--- config.mk ---
export PLATFORM = sky130hd
export DESIGN_NAME = ram_dma_engine
export DESIGN_NICKNAME = d
export VERILOG_FILES = /design/src/rtl/ram_dma_pkg.sv /design/src/rtl/ram_dma_addr_gen.sv /design/src/rtl/ram_dma_engine.sv
export SDC_FILE = /design/constraint.sdc
export NUM_CORES = 1
export LEC_CHECK = 0
export CAP_MARGIN = 20
export CORE_MARGIN = 3
export CORE_UTILIZATION = 35
export CTS_BUF_LIST = sky130_fd_sc_hd__clkbuf_4
export DETAILED_ROUTE_END_ITERATION = 8
export PLACE_DENSITY_LB_ADDON = 0.15
export SLEW_MARGIN = 25
export SYNTH_ARGS = -nofsm -noshare
export SYNTH_HDL_FRONTEND = slang
export SYNTH_HIERARCHICAL = 1
export SYNTH_SLANG_ARGS = --single-unit
--- constraint.sdc ---
create_clock -name clk -period 3.7 [get_ports clk]
set_input_delay 0.74 -clock clk [delete_from_list [all_inputs] [get_ports clk]]
set_output_delay 0.74 -clock clk [all_outputs]
set_load 0.01 [all_outputs]
--- src/rtl/ram_dma_pkg.sv ---
// Shared types and helpers for the RAM DMA engine.
package ram_dma_pkg;

  typedef enum logic {
    COPY = 1'b0,
    FILL = 1'b1
  } dma_mode_t;

  typedef enum logic [1:0] {
    IDLE  = 2'd0,
    RUN   = 2'd1,
    DRAIN = 2'd2,
    FIN   = 2'd3
  } dma_state_t;

  // A forward copy is unsafe when the destination starts inside the source
  // window past its first word: diff = (dst - src) mod 2**ADDR_W in [1, len-1].
  // Arguments are zero-extended by the caller.
  function automatic logic overlap_hazard(input logic [31:0] diff,
                                          input logic [31:0] len);
    return (diff != 32'd0) && (diff < len);
  endfunction

endpackage

--- src/rtl/ram_dma_addr_gen.sv ---
// Loadable base address plus word index; address wraps modulo 2**ADDR_W while
// the index is LEN_W wide so a full-memory pass ends exactly on its last word.
module ram_dma_addr_gen #(
  parameter int ADDR_W = 10,
  parameter int LEN_W  = ADDR_W + 1
) (
  input  logic              i_clk,
  input  logic              i_rst_n,
  input  logic              i_load,
  input  logic [ADDR_W-1:0] i_base,
  input  logic              i_step,
  input  logic [LEN_W-1:0]  i_len,
  output logic [ADDR_W-1:0] o_addr,
  output logic              o_last
);

  logic [ADDR_W-1:0] r_base;
  logic [LEN_W-1:0]  r_idx;
  logic [LEN_W-1:0]  w_idx_nxt;

  // Base captured on load; index restarts at 0 and advances per issued word.
  always_ff @(posedge i_clk) begin
    if (!i_rst_n) begin
      r_base <= '0;
      r_idx  <= '0;
    end else if (i_load) begin
      r_base <= i_base;
      r_idx  <= '0;
    end else if (i_step) begin
      r_idx  <= w_idx_nxt;
    end
  end

  assign w_idx_nxt = r_idx + LEN_W'(1);
  assign o_addr    = r_base + r_idx[ADDR_W-1:0];
  assign o_last    = (w_idx_nxt == i_len);

endmodule

--- src/rtl/ram_dma_engine.sv ---
// Block copy/fill engine driving a dual-port RAM: port 0 reads, port 1 writes.
// Optional macro RAM_DMA_CHECKSUM_EN adds a sum-of-written-words output.
module ram_dma_engine
  import ram_dma_pkg::*;
#(
  parameter int DATA_W = 32,
  parameter int ADDR_W = 10,
  parameter int LEN_W  = ADDR_W + 1
) (
  input  logic              clk,
  input  logic              reset,
  input  logic              cmd_valid,
  output logic              cmd_ready,
  input  logic              cmd_mode,
  input  logic [ADDR_W-1:0] cmd_src,
  input  logic [ADDR_W-1:0] cmd_dst,
  input  logic [LEN_W-1:0]  cmd_len,
  input  logic [DATA_W-1:0] cmd_fill_data,
  output logic              busy,
  output logic              done,
  output logic              error,
  output logic [ADDR_W-1:0] ram_address_0,
  output logic              ram_writeEnable_0,
  input  logic [DATA_W-1:0] ram_readData_0,
  output logic [ADDR_W-1:0] ram_address_1,
  output logic              ram_writeEnable_1,
  output logic [DATA_W-1:0] ram_writeData_1
`ifdef RAM_DMA_CHECKSUM_EN
  ,
  output logic [DATA_W-1:0] checksum
`endif
);

  dma_state_t        r_state, w_state_nxt;
  dma_mode_t         r_mode;
  logic [LEN_W-1:0]  r_len;
  logic [DATA_W-1:0] r_fill;
  logic              r_err;
  logic              r_wr_pipe;

  logic              w_accept, w_hazard, w_reject;
  logic              w_rd_step, w_we1, w_rd_last, w_wr_last;
  logic [ADDR_W-1:0] w_diff, w_rd_addr, w_wr_addr;
  logic [DATA_W-1:0] w_wdata;

  assign w_accept = cmd_valid && (r_state == IDLE);
  assign w_diff   = cmd_dst - cmd_src;
  assign w_hazard = (cmd_mode == COPY) && overlap_hazard(32'(w_diff), 32'(cmd_len));
  assign w_reject = (cmd_len == '0) || w_hazard;

  // State register.
  always_ff @(posedge clk) begin
    if (!reset) r_state <= IDLE;
    else        r_state <= w_state_nxt;
  end

  // Next state and handshake/status outputs.
  always_comb begin
    w_state_nxt = r_state;
    cmd_ready   = 1'b0;
    busy        = 1'b0;
    done        = 1'b0;
    error       = 1'b0;
    unique case (r_state)
      IDLE: begin
        cmd_ready = 1'b1;
        // Empty or hazardous commands skip straight to completion.
        if (cmd_valid) w_state_nxt = w_reject ? FIN : RUN;
      end
      RUN: begin
        busy = 1'b1;
        if (r_mode == COPY) begin
          if (w_rd_last) w_state_nxt = DRAIN;
        end else if (w_wr_last) begin
          w_state_nxt = FIN;
        end
      end
      DRAIN: begin
        busy        = 1'b1;
        w_state_nxt = FIN;
      end
      FIN: begin
        done        = 1'b1;
        error       = r_err;
        w_state_nxt = IDLE;
      end
      default: w_state_nxt = IDLE;
    endcase
  end

  // Command fields frozen at acceptance.
  always_ff @(posedge clk) begin
    if (!reset) begin
      r_mode <= COPY;
      r_len  <= '0;
      r_fill <= '0;
      r_err  <= 1'b0;
    end else if (w_accept) begin
      r_mode <= dma_mode_t'(cmd_mode);
      r_len  <= cmd_len;
      r_fill <= cmd_fill_data;
      r_err  <= w_hazard;
    end
  end

  // Copy writes trail their reads by one cycle to match RAM read latency.
  always_ff @(posedge clk) begin
    if (!reset) r_wr_pipe <= 1'b0;
    else        r_wr_pipe <= w_rd_step;
  end

  assign w_rd_step = (r_state == RUN) && (r_mode == COPY);
  assign w_we1     = r_wr_pipe || ((r_state == RUN) && (r_mode == FILL));

  ram_dma_addr_gen #(.ADDR_W(ADDR_W), .LEN_W(LEN_W)) u_rd_gen (
    .i_clk   (clk),
    .i_rst_n (reset),
    .i_load  (w_accept),
    .i_base  (cmd_src),
    .i_step  (w_rd_step),
    .i_len   (r_len),
    .o_addr  (w_rd_addr),
    .o_last  (w_rd_last)
  );

  ram_dma_addr_gen #(.ADDR_W(ADDR_W), .LEN_W(LEN_W)) u_wr_gen (
    .i_clk   (clk),
    .i_rst_n (reset),
    .i_load  (w_accept),
    .i_base  (cmd_dst),
    .i_step  (w_we1),
    .i_len   (r_len),
    .o_addr  (w_wr_addr),
    .o_last  (w_wr_last)
  );

  assign w_wdata           = (r_mode == FILL) ? r_fill : ram_readData_0;
  assign ram_address_0     = w_rd_step ? w_rd_addr : '0;
  assign ram_writeEnable_0 = 1'b0;
  assign ram_address_1     = w_we1 ? w_wr_addr : '0;
  assign ram_writeEnable_1 = w_we1;
  assign ram_writeData_1   = w_we1 ? w_wdata : '0;

`ifdef RAM_DMA_CHECKSUM_EN
  logic [DATA_W-1:0] r_csum;

  // Running sum of every word written by the current command.
  always_ff @(posedge clk) begin
    if (!reset)        r_csum <= '0;
    else if (w_accept) r_csum <= '0;
    else if (w_we1)    r_csum <= r_csum + w_wdata;
  end

  assign checksum = r_csum;
`endif

endmodule

==> metrics.txt <==
largest net degree at the start of global routing=47; FF+latch count, synth=90; most common cell after layout, fill and taps aside=clkdlybuf4s50_1; routability cong.=0.820; # hold bufs at CTS=0; CP Capture Type=output port; H-tree Lvls=3; Synth top area share=28.3%; ys flop type=dfxtp_1; DRC Markers=0; cell family with most CP delay=compound AO/OA/AOI/OAI gates; Site Rows=48; VDD IR max=171 uV; CTS Root Buffer Type=clkbuf_4; chip height=141 um; number of synthesized flops with an enable pin=0; Post-DRT Antenna Nets=0; skew final=17.3 ps; status=complete, no violations; largest stage delay on the critical path=530 ps; Num CTS Buffers=9; Max Cap Viol=0; Area Overhead vs Synth=32.3%; Final setup viols=0; Clk Latency, worst-skew pair=470 ps; share of cells above drive strength 1=7.51%; Hold Slack=471 ps; Core Area=0.0175 mm2; vias in the first global route=5515; Syn. warnings=6; Cell Int Power=2.06 mW; worst hold path class=flip-flop to flip-flop; initial antenna violation count=1; Top-Level Pins=157; fmax=0.286 GHz; drt initial violations=273; Synth Instances=781; WL per Instance=15.5 um; commonest cells after routing, fill and taps aside=149 x clkdlybuf4s50_1, 109 x nand2_1, 80 x dfxtp_1; Power Total=3.28 mW; total global-route track usage=18.0%; die area=0.0198 mm2; # fillers=1747; Max Root-Sink Buffers=2; Remaining Overflow, GRT=0; drt pass-1 iters=5; crit path launch type=flip-flop; Mapped Nets=924; slew margin rel.=59.9%; Synth async-reset ratio=0%; Sw Share=37.2%; Clock power frac=19.1%; CP Buf/Inv Count=1; TritonCTS Sinks=90; power per cell area=390 mW/mm2; Arr. time, crit path=2760 ps; starting density of the core=36.3%; largest cells by area after synthesis=dfxtp_1 28%, mux2i_1 8.7%, ha_1 8.1%, nand2_1 6.4%, a21boi_0 5.3%; Synth cell types=65; Netlist Area Pre-Place=0.00636 mm2; global-route wire length before repair=28900 um; syn avg cell area=8.14 um2; fin crit share=94.6%; Comb pwr share=43.5%; Slew Limit Fails=0; IO Port Bufs=155; Die X=141 um; Crit-path slowest cell=clkdlybuf4s50_1; via/cell ratio=4.97; crit path time final=3500 ps; CTS clk-pin slew, worst paths=150 ps; Sequential Power Share=37.4%; vias=5751; Seq/Total Area, Yosys=28.3%; CTS tree=done; setup bufs post-CTS=0; Leak Pwr=3.32 nW; crit path cell chain=ha_1, a211oi_2, o21bai_2, a2111oi_4, nor3_1, xor2_1, and2_1, clkdlybuf4s50_1; critical path fanouts, max=6; Net Switching=1.22 mW; Required @ worst endpoint=2960 ps; CP Class=flip-flop to output port; Slew @ Worst Pin=602 ps; Total Wirelength=17900 um; Fin. Hold Viols=0; DPL Wire Length=13900 um; dominant cell type by area after synthesis=dfxtp_1; Nets=1070
## through the flow
stage	std cells	util [%]	setup TNS [ps]	setup slack (ps)	cell area (um2)
after floorplan	781	-	0	562	6360
after global placement	1141	46.7	-130	-93.0	8190
after detailed placement	1141	46.7	-295	-154	8190
after CTS	1157	47.7	0	16.9	8360
after global routing	1158	48.0	-12.1	-12.1	8410
final	1158	48.0	0	198	8410
## sequential cells by signal (all words and copies together) (netlist names)
| register | cells |
|---|---|
| r_fill | 32 |
| r_len | 11 |
| u_rd_gen/r_idx | 11 |
| u_wr_gen/r_idx | 11 |
| u_rd_gen/r_base | 10 |
| u_wr_gen/r_base | 10 |
| r_state | 2 |
| r_err | 1 |
| r_mode | 1 |
| r_wr_pipe | 1 |
## power groups by stage
stage               clock, mW  combinational, mW  sequential [mW]
floorplan                   0              0.926             1.20
global placement            0               1.44             1.25
detailed placement          0               1.44             1.25
CTS                     0.649               1.44             1.23
global route            0.694               1.59             1.25
finish                  0.625               1.43             1.23
## area by class of cell
type,instances,area [um2],share of cell area (%)
sequential,90,1820,21.7
multi-input combinational,622,4350,51.6
tap,225,282,3.35
clock inverter,6,81.3,0.967
timing repair buffer,175,1700,20.2
inverter,29,109,1.29
clock buffer,10,75.1,0.892
antenna,1,2.50,0.0297
## kinds of logic after synthesis
family | share of synthesized area, %
other | 0.0590
xor gates and xnor gates | 9.36
DFF | 28.3
and+or+nand+nor | 23.9
AOI/OAI and AO/OA | 16.4
muxes | 8.65
adders and majority gates | 9.01
buffers and inverters | 4.33
## worst register-to-register path, cell delays in order, from the launching register on
cell,delay (ps)
dfxtp_1,370
buf_4,160
ha_1,270
nand4b_1,120
nor3_1,370
a21oi_1,130
nor3b_1,210
o211a_1,230
mux2i_1,80
a2bb2oi_1,370
o21ai_0,190
nor3_1,320
o41ai_2,130
nand3_1,110
## path summary, 6_finish.rpt
path,slack (ps),startpoint,cells after the start,to
setup / recovery,200,u_rd_gen/r_idx[1]$_SDFFE_PP0P_,8,ram_address_0[7]
hold / removal,470,r_fill[28]$_SDFFE_PN0P_,2,r_fill[28]$_SDFFE_PN0P_
setup reg to reg,600,u_wr_gen/r_idx[0]$_SDFFE_PP0P_,13,r_state[1]$_SDFFE_PN0P_
hold reg to reg,470,r_fill[28]$_SDFFE_PN0P_,2,r_fill[28]$_SDFFE_PN0P_
## cells in the mapped netlist, types with 3 or more instances
cell      instances
o211ai_1          6
nor3b_1           5
fa_1              3
a211oi_1         10
a21o_1            8
clkbuf_1         27
o21a_1            4
inv_1            28
xor2_1           33
or4_1             3
or3_1             3
mux2i_1          55
a31oi_1           3
o21ai_0          13
xnor2_1          35
a21oi_1          26
nand3_1          10
buf_2             7
buf_1             4
nor2b_1          35
and3_1            5
nand2b_1          7
and4_1            5
nand4_1           9
a21boi_0         45
nor2_1           73
ha_1             41
nand2_1         109
and2_1           16
nor3_1           14
dfxtp_1          90
nor4_1            3
## layer usage
metal | GRT usage (%) | vias up | wire (um)
met1 | 24.5 | 2564 | 8370
met5 | 0 | - | 0
met2 | 27.6 | 197 | 7750
met4 | 2.91 | 0 | 119
met3 | 6.92 | 7 | 1710
li1 | - | 2983 | -
## repair_timing
item                       CTS  global route
gates resized for setup     16            13
pin swaps                    1             2
cloned                       0             0
setup endpoints to repair    6             4
Note: power is estimated with default switching activity, not from simulation.
